File: src/rtl/pla_sweep_driver_if.sv
// Bundle of the sweep driver's control, status and cone-stimulus signals.
// The slave modport is the driver itself; the master modport is the
// controlling logic together with the combinational cone under test.
interface pla_sweep_driver_if;
  logic        start;
  logic        abort;
  logic [6:0]  dut_x;
  logic        dut_y;
  logic        busy;
  logic        done;
  logic        aborted;
  logic [7:0]  ones_cnt;
  logic [15:0] signature;

  modport master (
    output start, abort, dut_y,
    input  dut_x, busy, done, aborted, ones_cnt, signature
  );

  modport slave (
    input  start, abort, dut_y,
    output dut_x, busy, done, aborted, ones_cnt, signature
  );
endinterface

File: src/rtl/pla_sweep_driver.sv
// Exhaustive sweep driver for a 7-input/1-output combinational cone.
// Applies all 128 input vectors in ascending order, one per cycle, counts
// the vectors that produce a 1 and optionally compresses the responses.
// Optional feature: define PLA_SWEEP_MISR_EN to build the 16-bit response
// signature register; without it the signature output is a constant zero.
module pla_sweep_driver (
  input logic               clk,
  input logic               rst_n,
  pla_sweep_driver_if.slave bus
);

  typedef enum logic [1:0] {
    IDLE  = 2'd0,
    SWEEP = 2'd1,
    FIN   = 2'd2
  } state_e;

  state_e      state_q;
  logic [6:0]  dutX_q;
  logic        busy_q;
  logic        done_q;
  logic        aborted_q;
  logic [7:0]  onesCnt_q;
  logic [7:0]  onesCnt_d;
  logic        lastVector;

  // Next count if the current response is sampled, and last-vector detect.
  always_comb begin
    onesCnt_d  = onesCnt_q + {7'd0, bus.dut_y};
    lastVector = (dutX_q == 7'h7F);
  end

  // Sweep sequencer: state, stimulus vector, ones counter and status pulses.
  always_ff @(posedge clk or negedge rst_n) begin
    if (!rst_n) begin
      state_q   <= IDLE;
      dutX_q    <= 7'h00;
      busy_q    <= 1'b0;
      done_q    <= 1'b0;
      aborted_q <= 1'b0;
      onesCnt_q <= 8'h00;
    end else begin
      done_q    <= 1'b0;
      aborted_q <= 1'b0;
      case (state_q)
        IDLE: begin
          if (bus.start) begin
            state_q   <= SWEEP;
            busy_q    <= 1'b1;
            dutX_q    <= 7'h00;
            onesCnt_q <= 8'h00;
          end
        end
        SWEEP: begin
          if (bus.abort) begin
            state_q   <= FIN;
            busy_q    <= 1'b0;
            aborted_q <= 1'b1;
            dutX_q    <= 7'h00;
          end else begin
            onesCnt_q <= onesCnt_d;
            if (lastVector) begin
              state_q <= FIN;
              busy_q  <= 1'b0;
              done_q  <= 1'b1;
              dutX_q  <= 7'h00;
            end else begin
              dutX_q <= dutX_q + 7'd1;
            end
          end
        end
        FIN: begin
          state_q <= IDLE;
        end
        default: begin
          state_q <= IDLE;
          busy_q  <= 1'b0;
          dutX_q  <= 7'h00;
        end
      endcase
    end
  end

`ifdef PLA_SWEEP_MISR_EN
  logic [15:0] sig_q;
  logic [15:0] sig_d;
  logic        startSweep;
  logic        sampleEn;

  // Signature shift-in of the current response and load/sample qualifiers.
  always_comb begin
    startSweep = (state_q == IDLE) && bus.start;
    sampleEn   = (state_q == SWEEP) && !bus.abort;
    sig_d      = {sig_q[14:0], sig_q[15] ^ sig_q[14] ^ sig_q[12] ^ sig_q[3] ^ bus.dut_y};
  end

  // Signature register: cleared at sweep start, updated per sampled vector.
  always_ff @(posedge clk or negedge rst_n) begin
    if (!rst_n) begin
      sig_q <= 16'h0000;
    end else if (startSweep) begin
      sig_q <= 16'h0000;
    end else if (sampleEn) begin
      sig_q <= sig_d;
    end
  end

  assign bus.signature = sig_q;
`else
  assign bus.signature = 16'h0000;
`endif

  assign bus.dut_x    = dutX_q;
  assign bus.busy     = busy_q;
  assign bus.done     = done_q;
  assign bus.aborted  = aborted_q;
  assign bus.ones_cnt = onesCnt_q;

endmodule

File: src/flat_wrapper.sv
// flat-port wrapper written by rule: the top's interface ports become plain ports
module pla_sweep_driver_flat 
  (clk, rst_n, bus_start, bus_abort, bus_dut_y, bus_dut_x, bus_busy, bus_done, bus_aborted, bus_ones_cnt, bus_signature);
  pla_sweep_driver_if bus_i ();
  input logic clk;
  input logic rst_n;
  input wire logic [$bits(bus_i.start)-1:0] bus_start;
  input wire logic [$bits(bus_i.abort)-1:0] bus_abort;
  input wire logic [$bits(bus_i.dut_y)-1:0] bus_dut_y;
  output wire logic [$bits(bus_i.dut_x)-1:0] bus_dut_x;
  output wire logic [$bits(bus_i.busy)-1:0] bus_busy;
  output wire logic [$bits(bus_i.done)-1:0] bus_done;
  output wire logic [$bits(bus_i.aborted)-1:0] bus_aborted;
  output wire logic [$bits(bus_i.ones_cnt)-1:0] bus_ones_cnt;
  output wire logic [$bits(bus_i.signature)-1:0] bus_signature;
  assign bus_i.start = bus_start;
  assign bus_i.abort = bus_abort;
  assign bus_i.dut_y = bus_dut_y;
  assign bus_dut_x = bus_i.dut_x;
  assign bus_busy = bus_i.busy;
  assign bus_done = bus_i.done;
  assign bus_aborted = bus_i.aborted;
  assign bus_ones_cnt = bus_i.ones_cnt;
  assign bus_signature = bus_i.signature;
  pla_sweep_driver u_core (.clk(clk), .rst_n(rst_n), .bus(bus_i));
endmodule
File: config.mk
export PLATFORM = sky130hd
export DESIGN_NAME = pla_sweep_driver_flat
export DESIGN_NICKNAME = d
export VERILOG_FILES = /design/src/rtl/pla_sweep_driver_if.sv /design/src/rtl/pla_sweep_driver.sv /design/src/flat_wrapper.sv
export SDC_FILE = /design/constraint.sdc
export NUM_CORES = 1
export LEC_CHECK = 0
export CORE_ASPECT_RATIO = 1.4
export CORE_MARGIN = 2
export CORE_UTILIZATION = 30
export CTS_CLUSTER_SIZE = 14
export DETAILED_ROUTE_END_ITERATION = 6
export DONT_BUFFER_PORTS = 1
export SLEW_MARGIN = 20
export SYNTH_ARGS = -nofsm -noshare
export SYNTH_HDL_FRONTEND = slang
export SYNTH_SLANG_ARGS = --single-unit
File: constraint.sdc
create_clock -name clk -period 3.3 [get_ports clk]
set_clock_uncertainty 0.05 [all_clocks]
set_input_delay 0.66 -clock clk [delete_from_list [all_inputs] [get_ports clk]]
set_output_delay 0.66 -clock clk [all_outputs]
set_load 0.005 [all_outputs]
==> impl_metrics.csv <==
group,metric,value,unit
synth,synth-compound-area-share,12.7,%
floorplanning,rows,26,
global_routing,grt_pass1_wl,3440,µm
layout,n_antenna_cell,0,
setup_path,start_kind,"register",
synth,post_synth_num_cell_types,33,
routing,drtIter0Drc,36,
power,power.density,525,nW/µm²
synth,synthAdderAreaFrac,3.29,%
sta,fin_crit,1.59,ns
layout,layout_commonest_cell,"dfrtp_1",
synth,synthMuxAreaShare,0,%
global_routing,grt_max_degree,21,
sta,rsz0062_at_grt,"no",
layout,area_delta_synth_final,1.75,%
placed_design,hpwl,1610,µm
clocking,clock_path_buffers,2,
power,ir_drop,0.000241,V
power,p_leak,0.556,nW
synth,async_flop_share,100,%
setup_path,endpoint_kind,"register",
clocking,cts_tree,"built",
setup_path,reg2reg_slack,1.71,ns
layout,fin_nets,121,
global_routing,track_usage,10.4,%
setup_path,critPathRequiredTime,3.38,ns
synth,syn-cell-area,1140,µm²
layout,final_cell_mix,"20 x dfrtp_1, 16 x conb_1, 11 x nor2_1, 10 x nand2_1, 6 x o21ai_1",
setup_path,arrival,1.67,ns
setup_path,critPathMaxStageDelay,0.50,ns
routing,via_per_inst,4.77,
sta,fin_ws,1.71,ns
routing,totalWireLength,2140,µm
setup_path,reg2reg_from,"u_core.state_q[0]",
clocking,htree_levels,1,
synth,synth_flop_cell,"dfrtp_1",
routing,wl_per_cell,13.9,µm
global_routing,antenna_found_initial,0,
clocking,clock_latency,0.26,ns
setup_path,crit_fanout,13,
sta,slew_headroom,61.7,%
flow_run,maxCapViolCount,0,
clocking,cts_buffers,3,
routing,drt_first_pass_iters,4,
setup_path,critPathLaunch,"u_core.state_q[0]",
synth,synth_top_family_by_area,"simple AND/OR/NAND/NOR gates",
sta,period_share,48.1,%
sta,fmax,630,MHz
routing,route.detailed.drc,0,
setup_path,cp_slowest_cell,"dfrtp_1",
layout,layout-drive-gt1-share,8.04,%
synth,synth-xor-area-share,6.14,%
floorplanning,die_area,4320,µm²
placed_design,dp_slack,1.51,ns
setup_path,reg2reg_to,"u_core.bus.ones_cnt[7]",
sta,tns,0,ns
global_routing,grt.overflow.total,0,
synth,synth-warning-count,0,
setup_path,critPathBufInv,0,
clocking,postCtsHoldBufs,0,
floorplanning,die_w,56.1,µm
synth,avgSynthCellArea,10.2,µm²
sta,worst_pin_slew,0.573,ns
floorplanning,initial_utilization,31.3,%
clocking,cts_sinks,20,
floorplanning,die_h,77.0,µm
setup_path,crit_type,"register to register",
clocking,post-cts-setup-buffer-count,0,
routing,drt.antenna.violating_nets,0,
setup_path,path_cells,"nand2b_1 > a2111oi_4 > xnor2_1 > nor2_2",
clocking,path_clk_slew,0.07,ns
power,p_total,0.609,mW
clocking,cts_root_buffer,"clkbuf_8",
outcome,outcome,"finished clean",
sta,setup_viol,0,
placed_design,place_congestion,0.807,
global_routing,first_global_vias,745,
placed_design,io_buffers,0,
clocking,cts-resized-gates,0,
sta,hold_violations,0,
synth,synth_edf_count,0,
setup_path,r2r_cells,4,
synth,yosysSeqAreaShare,43.9,%
floorplanning,ios,39,
synth,synth_cells,112,
synth,synth_seq_cells,20,
synth,yosys.area_share.simple,21.1,%
hold_path,worst_hold_path_type,"input port to asynchronous set/reset pin",
routing,vias,735,
sta,slew_viol_final,0,
setup_path,cp_top_family,"flip-flops",
floorplanning,core_area,3640,µm²
==> cell usage after synthesis, types with 2 or more instances <==
cell | number | area (µm²)
nand2b_1 | 3 | 18.8
nand2_1 | 10 | 37.5
nand4_1 | 2 | 12.5
a21oi_1 | 4 | 20.0
xor2_1 | 5 | 43.8
a31oi_1 | 2 | 12.5
nor2b_1 | 2 | 12.5
dfrtp_1 | 20 | 500
and3_1 | 2 | 12.5
o21ai_1 | 6 | 30.0
xnor2_1 | 3 | 26.3
nand3b_1 | 2 | 15.0
o21ai_0 | 3 | 15.0
buf_4 | 17 | 128
ha_1 | 3 | 37.5
nor2_1 | 11 | 41.3
==> flip-flops by register name, indices dropped and copies added (netlist names) <==
name	count
u_core.bus.ones_cnt	8
u_core.bus.dut_x	7
u_core.bus.busy	1
u_core.bus.aborted	1
u_core.state_q	2
u_core.bus.done	1
==> worst register-to-register path, stage by stage, from the launching register on <==
cell and delay, ns:
dfrtp_1 0.50, nand2b_1 0.29, a2111oi_4 0.40, xnor2_1 0.17, nor2_2 0.04
==> power breakdown <==
| part | switching, mW | leakage, nW | internal [mW] |
|---|---|---|---|
| sequential | 0.0436 | 0.273 | 0.274 |
| combinational | 0.0609 | 0.254 | 0.0451 |
| clock | 0.0799 | 0.0288 | 0.106 |
| total | 0.184 | 0.556 | 0.425 |
==> kinds of logic after synthesis <==
family / count (synthesis)
simple gates: 40
compound gates: 21
flops: 20
buf+inv: 19
xor+xnor: 8
fa+ha+maj: 3
other cells: 1
==> stage by stage <==
stage,utilization [%],cell area [µm²],cells,hold WS [ns]
2_1_floorplan,-,1200,127,0.314
3_3_place_gp,30.4,1110,150,0.315
3_5_place_dp,30.4,1110,150,0.315
4_1_cts,31.9,1160,154,0.0297
5_1_grt,31.9,1160,154,0.0221
6_report,31.9,1160,154,0.0364
==> area by class of cell <==
type | count | area (µm²)
tap | 42 | 52.6
fill | 384 | 2480
multi-input combinational | 88 | 553
sequential | 20 | 500
clock buffer | 4 | 55.1
==> worst max path at each step <==
| stage | endpoint | cells past startpoint |
|---|---|---|
| 5_1_grt | u_core.bus.dut_x[5] | 5 |
| 6_report | u_core.bus.ones_cnt[7] | 4 |
| 2_1_floorplan | u_core.bus.ones_cnt[6] | 6 |
| 3_3_place_gp | u_core.bus.ones_cnt[6] | 6 |
| 4_1_cts | u_core.bus.busy | 4 |
| 3_5_place_dp | u_core.bus.ones_cnt[6] | 6 |
==> routing by layer <==
metal,up-vias,routed length (µm),track usage [%]
li1,353,-,-
met1,346,777,10.6
met2,32,1130,17.9
met3,4,178,3.20
met4,0,55,7.14
met5,-,0,0
No activity file was read; power rests on OpenSTA's default activity.
==> RTL edit 1, RTL diff (same settings) <==
Re-encode `state_e` (3 states) as one-hot, 3 bits wide.
--- a/src/rtl/pla_sweep_driver.sv
+++ b/src/rtl/pla_sweep_driver.sv
@@ -9,10 +9,10 @@
   pla_sweep_driver_if.slave bus
 );
 
-  typedef enum logic [1:0] {
-    IDLE  = 2'd0,
-    SWEEP = 2'd1,
-    FIN   = 2'd2
+  typedef enum logic [2:0] {
+    IDLE  = 3'b001,
+    SWEEP = 3'b010,
+    FIN   = 3'b100
   } state_e;
 
   state_e      state_q;
Check against the original RTL: same outputs for any inputs over 10 cycles, from zero or initial values and one cycle with rst_n low; not proved beyond that.
==> RTL edit 1 against the original RTL <==
- worst setup slack got worse by 0.43 ns
- sequential cell count grew 1
- wire length up 12%
- worst hold slack improved by 0.0041 ns
- power up 1.2%
- synthesized cell count grew 11%
- synthesized area grew 5.6%
- combinational power is 15% higher
- sequential share of layout area down 0.10 points
- design area is 5.5% higher
- die area increased by 5.2%
- critical path type unchanged
==> RTL edit 1: results (changes against the original RTL) <==
pwr:
  ir_drop_mv: 0.259  # was 0.241 mV
  swShare_pct: 31.0  # was 30.2%
  leakage_nw: 0.551  # was 0.556 nW
place:
  place_congestion: 0.789  # was 0.807
  dp.cells: 164  # was 150
  hpwlAfterDp_um: 1860  # was 1610 µm
  io_buffers: 0  # unchanged
clock_tree:
  numCtsBuffers: 3  # unchanged
  clkTransAtPathRegs_ns: 0.07  # about the same
  cts_max_path_buffers: 2  # unchanged
  post_cts.repair.setup_buffers: 0  # unchanged
logic_synthesis:
  yosysSeqAreaShare_pct: 43.7  # was 43.9%
  synth.avg_cell_area_um2: 9.72  # was 10.2 µm²
  yosysUniqueCellTypes: 39  # was 33
  synth_area_leaders: "dfrtp_1, buf_4, o21ai_0"  # was dfrtp_1, buf_4, xor2_1
  synth-main-ff-cell: "dfrtp_1"  # unchanged
  async_flop_share_pct: 100  # unchanged
  synth_common_cells: "dfrtp_1, buf_4, nand2_1, o21ai_0, nor2_1"  # was dfrtp_1, buf_4, nor2_1, nand2_1, o21ai_1
  yosys_warnings: 0  # unchanged
worst_setup_path:
  cp_max_fo: 11  # was 13
  critical-path-slowest-cell: "or4b_1"  # was dfrtp_1
  crit_arrival_ns: 2.09  # was 1.67 ns
  cp_top_family: "simple AND/OR/NAND/NOR gates"  # was flip-flops
  slowest_delay_ns: 0.79  # was 0.50 ns
cells_and_area:
  diodes: 0  # unchanged
  largest_register_ff_count: 8  # unchanged
  drive_above_1_share_pct: 8.80  # was 8.04%
  fill_cells: 396  # was 384
  fin_cells: 168  # was 154
  nets: 134  # was 121
detailed_routing:
  initialDrtViolationCount: 27  # was 36
  vias_per_cell: 5.14  # was 4.77
  drt_wl_total_um: 2410  # was 2140 µm
  drt_first_pass_iters: 4  # unchanged
global_route:
  grt_pass1_vias: 809  # was 745
  grt_max_degree: 22  # was 21
  antenna_found_initial: 0  # unchanged
  grt_pass1_wl_um: 4000  # was 3440 µm
  grt_usage_pct: 11.3  # was 10.4%
worst_hold_path:
  hp-class: "input pin to async pin"  # unchanged
sta:
  worst_pin_slew_ns: 0.833  # was 0.573 ns
status:
  outcome: "finished, final reports clean"  # unchanged
[RTL edit 1: cell count changes after synthesis, sizes merged, moves of 2 or more]
cell / delta
nand3: +6
nor2: -4
nor3: +3
xor2: -3
a31oi: +2
inv: +2
nand2: +2
nand4: +2
nor2b: -2
o21ai: +2
[RTL edit 1: final timing paths]
path | from | end | slack (ns) | depth (start not counted)
setup / recovery | u_core.state_q[2] | u_core.bus.ones_cnt[7] | 1.29 | 4
hold / removal | rst_n | u_core.bus.dut_x[5] | 0.04 | 0
setup reg to reg | u_core.state_q[2] | u_core.bus.ones_cnt[7] | 1.29 | 4
hold reg to reg | u_core.state_q[1] | u_core.bus.busy | 0.52 | 1
max in group asynchronous | rst_n | u_core.state_q[0] | 2.98 | 0
min in group clk | bus_abort | u_core.bus.aborted | 0.48 | 1
[RTL edit 1: power by group through the flow]
stage	registers (mW)	logic (mW)	clock network (mW)
after floorplan	0.321	0.120	0
after global placement	0.334	0.119	0
after detailed placement	0.335	0.123	0
after CTS	0.331	0.123	0.172
after global routing	0.337	0.137	0.181
final	0.330	0.122	0.165
[RTL edit 1: cell type report]
cell class	instances	area share (%)
multi-input combinational	98	48.2
clock buffer	3	3.37
clock inverter	1	0.409
tap	43	4.39
inverter	2	0.613
sequential	21	43.0
[RTL edit 1: worst reg2reg max path, delay by kind of cell (launching register included)]
| family | cells | cell delay (ns) |
|---|---|---|
| simple gates | 3 | 1.21 |
| xor+xnor | 1 | 0.15 |
| flops | 1 | 0.49 |
[RTL edit 1: routing by layer]
| layer | wire length (µm) | GRT usage [%] |
|---|---|---|
| met1 | 953 | 12.7 |
| met2 | 1270 | 19.4 |
| met3 | 157 | 2.93 |
| met4 | 29 | 5.58 |
| met5 | 0 | 0 |
[RTL edit 1: cells by family after synthesis]
group | after synthesis | share of synthesized area [%]
simple gates | 48 | 22.6
compound gates | 26 | 14.4
flops | 21 | 43.7
buf+inv | 20 | 11.9
xor+xnor | 4 | 2.91
fa+ha+maj | 3 | 3.12
other cells | 1 | 0.311
mux | 1 | 0.935
[RTL edit 1: metrics by stage]
step	instance area (µm²)	worst slack, ns
floorplan	1260	1.40
global placement	1180	1.25
detailed placement	1180	1.17
CTS	1220	1.28
global route	1220	1.15
finish	1220	1.29
==> RTL edit 2, RTL diff (same settings) <==
Without the edit above. The option `PLA_SWEEP_MISR_EN` is turned on by a define.
--- a/src/rtl/pla_sweep_driver.sv
+++ b/src/rtl/pla_sweep_driver.sv
@@ -3,6 +3,8 @@
 // the vectors that produce a 1 and optionally compresses the responses.
 // Optional feature: define PLA_SWEEP_MISR_EN to build the 16-bit response
 // signature register; without it the signature output is a constant zero.
+`define PLA_SWEEP_MISR_EN
+
 module pla_sweep_driver (
   input logic               clk,
   input logic               rst_n,
Function: changed (a bounded check fails within 4 cycles, from zero or initial values and one cycle with rst_n low).
==> RTL edit 2 against the original RTL <==
- worst setup slack got worse by 0.52 ns
- power increased by 72%
- core utilization increased by 2.5 points
- wire length increased by 60%
- design area increased by 52%
- synthesized area increased by 38%
- maximum frequency decreased by 25%
- highest routed layer unchanged
- sequential cell count increased by 16
==> RTL edit 2: results (changes against the original RTL) <==
logic_synthesis:
  yosys_warnings: 0  # unchanged
  async_flop_share_pct: 100  # unchanged
  yosysSeqAreaShare_pct: 57.2  # was 43.9%
  synth_area_leaders: "dfrtp_1, a22o_1, o21ai_0"  # was dfrtp_1, buf_4, xor2_1
  yosysUniqueCellTypes: 29  # was 33
  synth_common_cells: "dfrtp_1, a22o_1, o21ai_0, nand2_1, nor2_1"  # was dfrtp_1, buf_4, nor2_1, nand2_1, o21ai_1
global_route:
  grt_pass1_vias: 1146  # was 745
  antenna_found_initial: 0  # unchanged
  grt_max_degree: 37  # was 21
  grt_usage_pct: 12.7  # was 10.4%
  grt_pass1_wl_um: 5790  # was 3440 µm
worst_setup_path:
  reg2reg_to: "u_core.bus.ones_cnt[7]"  # unchanged
  critical-path-slowest-cell: "or4_1"  # was dfrtp_1
  cp_top_family: "compound AO/OA/AOI/OAI gates"  # was flip-flops
  cp_max_fo: 24  # was 13
  r2r-start: "u_core.state_q[0]"  # unchanged
  path_class: "register to register"  # unchanged
  crit_arrival_ns: 2.26  # was 1.67 ns
  rrSetupSlack_ns: 1.20  # was 1.71 ns
  slowest_delay_ns: 0.60  # was 0.50 ns
clock_tree:
  clkTransAtPathRegs_ns: 0.07  # about the same
  numCtsBuffers: 5  # was 3
  htree_levels: 2  # was 1
  post_cts.repair.setup_buffers: 0  # unchanged
  worstSkewPairLatency_ns: 0.28  # was 0.26 ns
  cts_max_path_buffers: 2  # unchanged
  post_cts_resized: 0  # unchanged
  cts_root_buffer: "clkbuf_8"  # unchanged
detailed_routing:
  drt_wl_total_um: 3430  # was 2140 µm
  drt_first_pass_iters: 4  # unchanged
  vias: 1133  # was 735
  initialDrtViolationCount: 102  # was 36
sta:
  worst_pin_slew_ns: 0.690  # was 0.573 ns
place:
  place_area_um2: 1630  # was 1110 µm²
  place_congestion: 0.788  # was 0.807
  hpwlAfterDp_um: 2380  # was 1610 µm
  io_buffers: 0  # unchanged
pwr:
  ir_drop_mv: 0.213  # was 0.241 mV
  leakage_nw: 0.789  # was 0.556 nW
  switching_power_mw: 0.297  # was 0.184 mW
status:
  outcome: "finished, final reports clean"  # unchanged
cells_and_area:
  fill_cells: 538  # was 384
  diodes: 0  # unchanged
  drive_above_1_share_pct: 7.69  # was 8.04%
  nets: 150  # was 121
  largest_register_ff_count: 16  # was 8
worst_hold_path:
  hp-class: "input pin to async pin"  # unchanged
-- RTL edit 2: power by group through the flow --
stage / clock network [mW] / logic [mW] / registers (mW)
floorplan: 0 / 0.123 / 0.516
global route: 0.409 / 0.169 / 0.536
global placement: 0 / 0.130 / 0.534
CTS: 0.388 / 0.137 / 0.528
detailed placement: 0 / 0.136 / 0.537
finish: 0.374 / 0.146 / 0.528
-- RTL edit 2: final cells by class --
cell class / count / area (µm²) / area share [%]
Clock buffer: 6 / 72.6 / 4.12
Timing Repair Buffer: 2 / 27.5 / 1.56
Tap cell: 66 / 82.6 / 4.69
Clock inverter: 2 / 35.0 / 1.99
Sequential cell: 36 / 901 / 51.1
Multi-Input combinational cell: 97 / 643 / 36.5
-- RTL edit 2: per-layer routing --
metal | track usage [%] | vias up | share of wire (%)
li1 | - | 515 | -
met1 | 15.0 | 566 | 40
met2 | 20.7 | 46 | 50
met3 | 4.51 | 6 | 8.2
met4 | 5.21 | 0 | 1.8
met5 | 0 | - | 0
-- RTL edit 2: worst reg2reg max path: stages (launching register included) --
cell	delay (ns)
dfrtp_1	0.55
nor2_1	0.12
a211o_1	0.56
or4_1	0.60
a21oi_1	0.16
-- RTL edit 2: metrics by stage --
stage / worst slack (ns) / hold WS (ns) / cells
6_report: 1.20 / 0.155 / 209
2_1_floorplan: 1.40 / 0.314 / 139
4_1_cts: 1.19 / 0.00184 / 208
3_5_place_dp: 1.14 / 0.315 / 200
5_1_grt: 0.987 / 0.148 / 209
3_3_place_gp: 1.20 / 0.315 / 200
-- RTL edit 2: cell families after synthesis --
group / share of synthesized area, %
AO/OA/AOI/OAI: 18.6
XOR/XNOR: 5.01
adder cells (fa/ha/maj): 2.38
buffers and inverters: 1.91
flip-flops: 57.2
AND/OR/NAND/NOR: 14.9
